File: config.mk
export PLATFORM = sky130hd
export DESIGN_NAME = rx_frame_unpacker
export DESIGN_NICKNAME = d
export VERILOG_FILES = /design/src/rtl/rx_frame_unpacker_pkg.sv /design/src/rtl/rx_frame_unpacker_packer.sv /design/src/rtl/rx_frame_unpacker.sv
export SDC_FILE = /design/constraint.sdc
export NUM_CORES = 1
export LEC_CHECK = 0
export BUFFER_PORTS_ARGS = -buffer_cell sky130_fd_sc_hd__buf_2
export CAP_MARGIN = 5
export CELL_PAD_IN_SITES_DETAIL_PLACEMENT = 1
export CELL_PAD_IN_SITES_GLOBAL_PLACEMENT = 1
export CORE_MARGIN = 3
export CORE_UTILIZATION = 39
export CTS_CLUSTER_DIAMETER = 30
export DETAILED_ROUTE_END_ITERATION = 8
export HOLD_SLACK_MARGIN = 0.03
export PLACE_DENSITY = 0.72
export SYNTH_ARGS = -nofsm -noshare
export SYNTH_HDL_FRONTEND = slang
export SYNTH_SLANG_ARGS = --single-unit
File: constraint.sdc
create_clock -name FIFO_CLK -period 4.1 [get_ports FIFO_CLK]
set_clock_uncertainty 0.05 [all_clocks]
set_input_delay 0.41 -clock FIFO_CLK [delete_from_list [all_inputs] [get_ports FIFO_CLK]]
set_output_delay 0.41 -clock FIFO_CLK [all_outputs]
set_load 0.1 [all_outputs]
File: src/rtl/rx_frame_unpacker_pkg.sv
// Shared definitions for the receiver frame unpacker: K-code values,
// the 9-bit {k,byte} symbol type, symbol classification and FSM encoding.
package rx_frame_unpacker_pkg;

    typedef logic [8:0] sym_t;

    localparam logic [7:0] K_SOF_A = 8'hFC;
    localparam logic [7:0] K_SOF_B = 8'hBC;
    localparam logic [7:0] K_EOF_A = 8'h5C;
    localparam logic [7:0] K_EOF_B = 8'h7C;
    localparam logic [7:0] K_IDLE  = 8'h3C;

    typedef enum logic [1:0] {
        ST_IDLE  = 2'd0,
        ST_FRAME = 2'd1,
        ST_DROP  = 2'd2
    } state_t;

    typedef enum logic [2:0] {
        SK_DATA = 3'd0,
        SK_SOF  = 3'd1,
        SK_EOF  = 3'd2,
        SK_IDLE = 3'd3,
        SK_BADK = 3'd4
    } sym_kind_t;

    // Map a raw symbol onto the handful of meanings the FSM cares about.
    function automatic sym_kind_t classify(input sym_t s);
        sym_kind_t k;
        if (!s[8]) begin
            k = SK_DATA;
        end else begin
            case (s[7:0])
                K_SOF_A, K_SOF_B: k = SK_SOF;
                K_EOF_A, K_EOF_B: k = SK_EOF;
                K_IDLE:           k = SK_IDLE;
                default:          k = SK_BADK;
            endcase
        end
        return k;
    endfunction

endpackage

File: src/rtl/rx_frame_unpacker_packer.sv
// Four-byte pack register: collects payload bytes MSB-first and reports
// how many are held. A push while full (or together with clr) starts a
// fresh word with the incoming byte, so the caller can emit the old full
// word and keep accepting bytes in the same cycle.
module rx_byte_packer (
    input  logic        WCLK,
    input  logic        RESET,
    input  logic        clr,
    input  logic        push,
    input  logic [7:0]  byte_in,
    output logic [31:0] word,
    output logic [2:0]  count,
    output logic        full,
    output logic        empty,
    output logic [2:0]  flush_nbytes
);

    assign full  = (count == 3'd4);
    assign empty = (count == 3'd0);
    // An empty flush still produces a one-byte zero word.
    assign flush_nbytes = empty ? 3'd1 : count;

    // Pack register and byte count; unused low bytes always stay zero.
    always_ff @(posedge WCLK or posedge RESET) begin
        if (RESET) begin
            word  <= '0;
            count <= '0;
        end else if (push) begin
            if (clr || full) begin
                word  <= {byte_in, 24'h000000};
                count <= 3'd1;
            end else begin
                case (count[1:0])
                    2'd0:    word[31:24] <= byte_in;
                    2'd1:    word[23:16] <= byte_in;
                    2'd2:    word[15:8]  <= byte_in;
                    default: word[7:0]   <= byte_in;
                endcase
                count <= count + 3'd1;
            end
        end else if (clr) begin
            word  <= '0;
            count <= '0;
        end
    end

endmodule

File: src/rtl/rx_frame_unpacker.sv
// Drains the 27-bit receiver FIFO (three {k,byte} symbols per word),
// strips K-codes and rebuilds frames as packed 32-bit words tagged with
// sof/eof/err, optionally preceded by a timestamp word.
//
// Output handshake: a word transfers on a FIFO_CLK edge where
// out_valid && out_ready; once out_valid is high, out_* stay stable until
// that transfer, and out_valid never drops without one.
//
// A full word is held in the packer until the next symbol arrives, so an
// EOF right after the fourth byte can still mark that word as the last.
module rx_frame_unpacker
    import rx_frame_unpacker_pkg::*;
#(
    parameter int MAX_BYTES = 256,
    parameter bit TS_EN     = 1'b1
) (
    input  logic        FIFO_CLK,
    input  logic        RESET,
    input  logic        enable,
    input  logic [26:0] fifo_data,
    input  logic        fifo_empty,
    output logic        fifo_read,
    input  logic [26:0] TIMESTAMP,
    output logic [31:0] out_data,
    output logic [2:0]  out_nbytes,
    output logic        out_sof,
    output logic        out_eof,
    output logic        out_ts,
    output logic        out_err,
    output logic        out_valid,
    input  logic        out_ready,
    output logic [15:0] frame_cnt,
    output logic [7:0]  err_cnt,
    output state_t      dbg_state
);

    localparam int TOT_W = $clog2(MAX_BYTES + 1);
    localparam logic [TOT_W-1:0] MAX_T = TOT_W'(MAX_BYTES);

    state_t      state, state_nxt;
    logic [26:0] hold_data;
    logic        hold_valid;
    logic [1:0]  sym_idx;
    logic        first_word, first_nxt;
    logic [TOT_W-1:0] total, total_nxt;

    sym_t        sym;
    sym_kind_t   kind;
    logic        need_emit, advance, close_word;
    logic        pk_clr, pk_push, inc_frame, inc_err;
    logic [31:0] w_data;
    logic [2:0]  w_nbytes;
    logic        w_sof, w_eof, w_ts, w_err;
    logic        have_sym, out_free, go, consumed, last_consumed;

    logic [31:0] pk_word;
    logic [2:0]  pk_count, pk_flush_nbytes;
    logic        pk_full, pk_empty;

    rx_byte_packer u_packer (
        .WCLK         (FIFO_CLK),
        .RESET        (RESET),
        .clr          (pk_clr & go),
        .push         (pk_push & go),
        .byte_in      (sym[7:0]),
        .word         (pk_word),
        .count        (pk_count),
        .full         (pk_full),
        .empty        (pk_empty),
        .flush_nbytes (pk_flush_nbytes)
    );

    assign dbg_state = state;

    // Select the symbol currently being looked at, sym0 first in time.
    always_comb begin
        case (sym_idx)
            2'd0:    sym = hold_data[26:18];
            2'd1:    sym = hold_data[17:9];
            default: sym = hold_data[8:0];
        endcase
    end

    assign kind = classify(sym);

    // Per-symbol decision: next state, packer action, word to emit, counter bumps.
    always_comb begin
        state_nxt  = state;
        first_nxt  = first_word;
        total_nxt  = total;
        need_emit  = 1'b0;
        advance    = 1'b1;
        close_word = 1'b0;
        pk_clr     = 1'b0;
        pk_push    = 1'b0;
        inc_frame  = 1'b0;
        inc_err    = 1'b0;
        w_data     = '0;
        w_nbytes   = '0;
        w_sof      = 1'b0;
        w_eof      = 1'b0;
        w_ts       = 1'b0;
        w_err      = 1'b0;
        case (state)
            ST_FRAME: begin
                case (kind)
                    SK_DATA: begin
                        if (total == MAX_T) begin
                            close_word = 1'b1;
                            w_err      = 1'b1;
                            state_nxt  = ST_DROP;
                        end else begin
                            pk_push   = 1'b1;
                            total_nxt = total + TOT_W'(1);
                            if (pk_full) begin
                                need_emit = 1'b1;
                                w_data    = pk_word;
                                w_nbytes  = 3'd4;
                                w_sof     = first_word;
                                first_nxt = 1'b0;
                            end
                        end
                    end
                    SK_EOF: begin
                        close_word = 1'b1;
                        w_err      = pk_empty;
                        state_nxt  = ST_IDLE;
                    end
                    SK_SOF: begin
                        // Close now, reprocess the same SOF next cycle from IDLE.
                        close_word = 1'b1;
                        w_err      = 1'b1;
                        inc_err    = 1'b1;
                        advance    = 1'b0;
                        state_nxt  = ST_IDLE;
                    end
                    SK_BADK: begin
                        close_word = 1'b1;
                        w_err      = 1'b1;
                        inc_err    = 1'b1;
                        state_nxt  = ST_DROP;
                    end
                    default: ;
                endcase
                if (close_word) begin
                    need_emit = 1'b1;
                    w_data    = pk_word;
                    w_nbytes  = pk_flush_nbytes;
                    w_sof     = first_word;
                    w_eof     = 1'b1;
                    pk_clr    = 1'b1;
                    inc_frame = 1'b1;
                end
            end
            default: begin
                if (kind == SK_SOF) begin
                    state_nxt = ST_FRAME;
                    pk_clr    = 1'b1;
                    total_nxt = '0;
                    first_nxt = 1'b1;
                    if (TS_EN) begin
                        need_emit = 1'b1;
                        w_ts      = 1'b1;
                        w_data    = {5'b0, TIMESTAMP};
                        w_nbytes  = 3'd4;
                    end
                end else if (kind == SK_EOF) begin
                    state_nxt = ST_IDLE;
                    inc_err   = (state != ST_DROP);
                end else if (state != ST_DROP && kind != SK_IDLE) begin
                    inc_err = 1'b1;
                end
            end
        endcase
    end

    assign have_sym      = enable & hold_valid;
    assign out_free      = ~out_valid | out_ready;
    assign go            = have_sym & (~need_emit | out_free);
    assign consumed      = go & advance;
    assign last_consumed = consumed & (sym_idx == 2'd2);
    // A pop is never issued while the block is held in reset.
    assign fifo_read     = ~RESET & enable & ~fifo_empty & (~hold_valid | last_consumed);

    // Holding register and symbol index.
    always_ff @(posedge FIFO_CLK or posedge RESET) begin
        if (RESET) begin
            hold_data  <= '0;
            hold_valid <= 1'b0;
            sym_idx    <= 2'd0;
        end else if (fifo_read) begin
            hold_data  <= fifo_data;
            hold_valid <= 1'b1;
            sym_idx    <= 2'd0;
        end else if (last_consumed) begin
            hold_valid <= 1'b0;
            sym_idx    <= 2'd0;
        end else if (consumed) begin
            sym_idx    <= sym_idx + 2'd1;
        end
    end

    // FSM state and per-frame bookkeeping advance only when the symbol is processed.
    always_ff @(posedge FIFO_CLK or posedge RESET) begin
        if (RESET) begin
            state      <= ST_IDLE;
            first_word <= 1'b0;
            total      <= '0;
        end else if (go) begin
            state      <= state_nxt;
            first_word <= first_nxt;
            total      <= total_nxt;
        end
    end

    // Saturating frame and error counters.
    always_ff @(posedge FIFO_CLK or posedge RESET) begin
        if (RESET) begin
            frame_cnt <= '0;
            err_cnt   <= '0;
        end else begin
            if (go && inc_frame && frame_cnt != 16'hFFFF) frame_cnt <= frame_cnt + 16'd1;
            if (go && inc_err && err_cnt != 8'hFF)        err_cnt   <= err_cnt + 8'd1;
        end
    end

    // Output register: loads a new word only when empty or being taken this cycle.
    always_ff @(posedge FIFO_CLK or posedge RESET) begin
        if (RESET) begin
            out_valid  <= 1'b0;
            out_data   <= '0;
            out_nbytes <= '0;
            out_sof    <= 1'b0;
            out_eof    <= 1'b0;
            out_ts     <= 1'b0;
            out_err    <= 1'b0;
        end else if (go && need_emit) begin
            out_valid  <= 1'b1;
            out_data   <= w_data;
            out_nbytes <= w_nbytes;
            out_sof    <= w_sof;
            out_eof    <= w_eof;
            out_ts     <= w_ts;
            out_err    <= w_err;
        end else if (out_ready) begin
            out_valid  <= 1'b0;
        end
    end

endmodule

==> impl_metrics.csv <==
group,metric,value,unit
timing,finalSetupViolCount,0,
floorplanning,io_pins,126,
clocking,clkSlewWorstSetupHoldPaths,0.07,ns
timing,worstMarginPinSlew,0.929,ns
drt,vias_per_cell,5.26,
finish,seq_area,0.00353,mm2
yosys,synth_edf_count,0,
timing,fin_crit,3.79,ns
floorplanning,core_area,0.0162,mm2
timing,finalSetupTns,0,ns
setup_path,cp.required,3.64,ns
timing,rsz0062_at_grt,"false",
yosys,ys_ff_latch,141,
timing,period_share,0.925,
floorplanning,dieArea,0.0186,mm2
drt,drcViolationCount,0,
finish,layout-drive-gt1-share,0.320,
setup_path,worstPathArrival,3.33,ns
global_routing,grt_pass1_wl,29.0,mm
global_routing,gr-total-overflow,0,
placed_design,dp_hpwl,13.1,mm
finish,synthToLayoutAreaGrowth,21.6,%
setup_path,worstSetupPathType,"flip-flop to output port",
timing,fmax,264,MHz
drt,via_count,5044,
finish,antenna_cells,0,
floorplanning,die_w,136,um
run_status,status,"finished clean",
finish,multi_input_area,0.00287,mm2
pwr,p_int,2820,uW
drt,drtIter0Drc,220,
clocking,cts_hold_buf,0,
yosys,mappedNetlistArea,0.00661,mm2
clocking,htreeDepth,4,
pwr,power_density,508,mW/mm2
setup_path,end_kind,"output port",
clocking,cts_root_buffer,"clkbuf_16",
timing,max_slew_margin,0.379,
pwr,p_clk_frac,0.381,
yosys,synthCells,603,
yosys,synth-async-reset-ratio,1.00,
drt,routedWlPerCell,18.6,um
pwr,p_comb_frac,0.203,
finish,num-fill-cells,1818,
timing,hold_violations,0,
drt,dr.pass1.iters,4,
worst_hold_path,min-delay-path-class,"input pin to asynchronous set/reset pin",
clocking,clock-sinks,141,
clocking,post_cts.repair.setup_buffers,0,
timing,drv_slew,0,
global_routing,grt_max_degree,70,
placed_design,dp_slack,0.486,ns
placed_design,io_buffers,125,
pwr,p_seq_frac,0.416,
timing,hold_ws,0.122,ns
clocking,cts_buffers,17,
drt,ant_nets,0,
setup_path,path_max_fanout,13,
yosys,synth.distinct_cells,57,
timing,setup_slack,0.308,ns
global_routing,grt_util_all_layers,0.201,
global_routing,grt_pass1_vias,5461,
clocking,cts_buffer_depth,2,
yosys,synthesis.nets,670,
clocking,clock_insertion_delay_worst_skew,0.43,ns
placed_design,routabilityCongestion,0.928,
yosys,synth-main-ff-cell,"dfrtp_1",
yosys,syn_avg_cell_area,11.0,um2
pwr,switching_power,1260,uW
yosys,yosysWarnings,0,
pwr,cellLeakagePower,0.00397,uW
floorplanning,initial_core_util,0.407,
finish,layout_common_cells,"dfrtp_1, buf_2, nand2_1",
floorplanning,row_count,46,
finish,layout_commonest_cell,"dfrtp_1",
yosys,synth-seq-area-share,0.534,
pwr,ir_drop,0.000307,V
pwr,sw_frac_of_total,0.309,
global_routing,antenna_found_initial,0,
clocking,cts_tree,"done",
setup_path,start_kind,"flip-flop",
finish,nets,797,
job,drv_cap,0,
drt,wl,17.8,mm
floorplanning,die_y,136,um
logic make-up (layout without fill, tap and decap cells):
family                     after synthesis  in the layout  synth area share
muxes                                   65             65             0.120
DFF                                    141            141             0.534
buffers and inverters                   41            181            0.0331
and+or+nand+nor                        196            196             0.142
AOI/OAI and AO/OA                      125            125             0.121
adders and majority gates                8              8            0.0151
xor gates and xnor gates                27             27            0.0358
worst max-delay path, cell delays in order (launching register included):
cell	delay (ns)
dfrtp_2	0.55
mux2_2	0.39
mux2i_2	0.41
nor4_1	0.15
nand3_1	0.20
o211ai_2	0.17
or3b_1	0.44
a21o_1	0.22
inv_1	0.06
clkbuf_4	0.32
final timing paths:
path                                    start                end  slack (ns)  cells past startpoint
worst max-delay path               sym_idx[0]          fifo_read        0.31                      9
worst max register to register     sym_idx[0]      hold_data[10]        0.70                      9
worst min register to register   out_data[28]       out_data[28]        0.41                      2
worst min-delay path                    RESET      hold_data[22]        0.12                      2
max in group asynchronous               RESET  u_packer.word[19]        2.90                      3
min in group FIFO_CLK           fifo_data[22]      hold_data[22]        0.16                      2
routing by layer:
| metal | vias up | wire length (um) | GRT usage |
|---|---|---|---|
| met4 | 0 | 176 | 0.0487 |
| met5 | - | 0 | 0 |
| met3 | 15 | 758 | 0.0514 |
| met2 | 112 | 8910 | 0.335 |
| li1 | 2400 | - | - |
| met1 | 2517 | 8000 | 0.262 |
power groups by stage:
stage               Combinational (uW)  Sequential [uW]  Clock [uW]
floorplan                          660             1660           0
global route                       909             1720        1650
global placement                   787             1710           0
detailed placement                 823             1720           0
CTS                                832             1700        1590
finish                             830             1700        1560
Yosys cell counts (5+ instances only):
cell      number  area, um2
o21ai_0       58        290
mux2i_1        8       80.1
nand2_1       80        300
nand4_1       16        100
a22oi_1       27        203
ha_1           8        100
xor2_1        12        105
inv_1         12       45.0
buf_2          8       40.0
a21oi_1        8       40.0
dfrtp_1      141       3530
o21a_1         7       52.6
xnor2_1       15        131
a21o_1         5       37.5
nand3_1       29        145
nor2_1        36        135
mux2_2        36        405
clkbuf_1      15       56.3
nor3_1         7       35.0
mux2_4        19        285
registers in the layout, indices dropped and copies added, names as in the netlist, 2 cells and up:
register and flops:
out_nbytes 3, frame_cnt 16, dbg_state 2, u_packer.word 32
u_packer.count 3, total 9, out_data 32, err_cnt 8
hold_data 27, sym_idx 2
what timing repair did:
item | CTS | global route
gates resized for setup | 1 | 2
pin swaps | 0 | 0
setup endpoints to repair | 1 | 1
final cells by class:
class,count,share of cell area
Tap cell,216,0.0336
Inverter,12,0.00607
Sequential cell,141,0.439
Clock inverter,14,0.0194
Multi-Input combinational cell,421,0.357
Timing Repair Buffer,137,0.0908
Clock buffer,18,0.0546
through the flow:
stage | total power [uW] | area [um2] | cells | utilization
CTS | 4120 | 8040 | 959 | 0.495
global placement | 2500 | 7440 | 927 | 0.459
floorplan | 2320 | 6620 | 603 | -
detailed placement | 2540 | 7440 | 927 | 0.459
finish | 4080 | 8040 | 959 | 0.496
global route | 4280 | 8040 | 959 | 0.496
(Power assumes the default switching activity.)
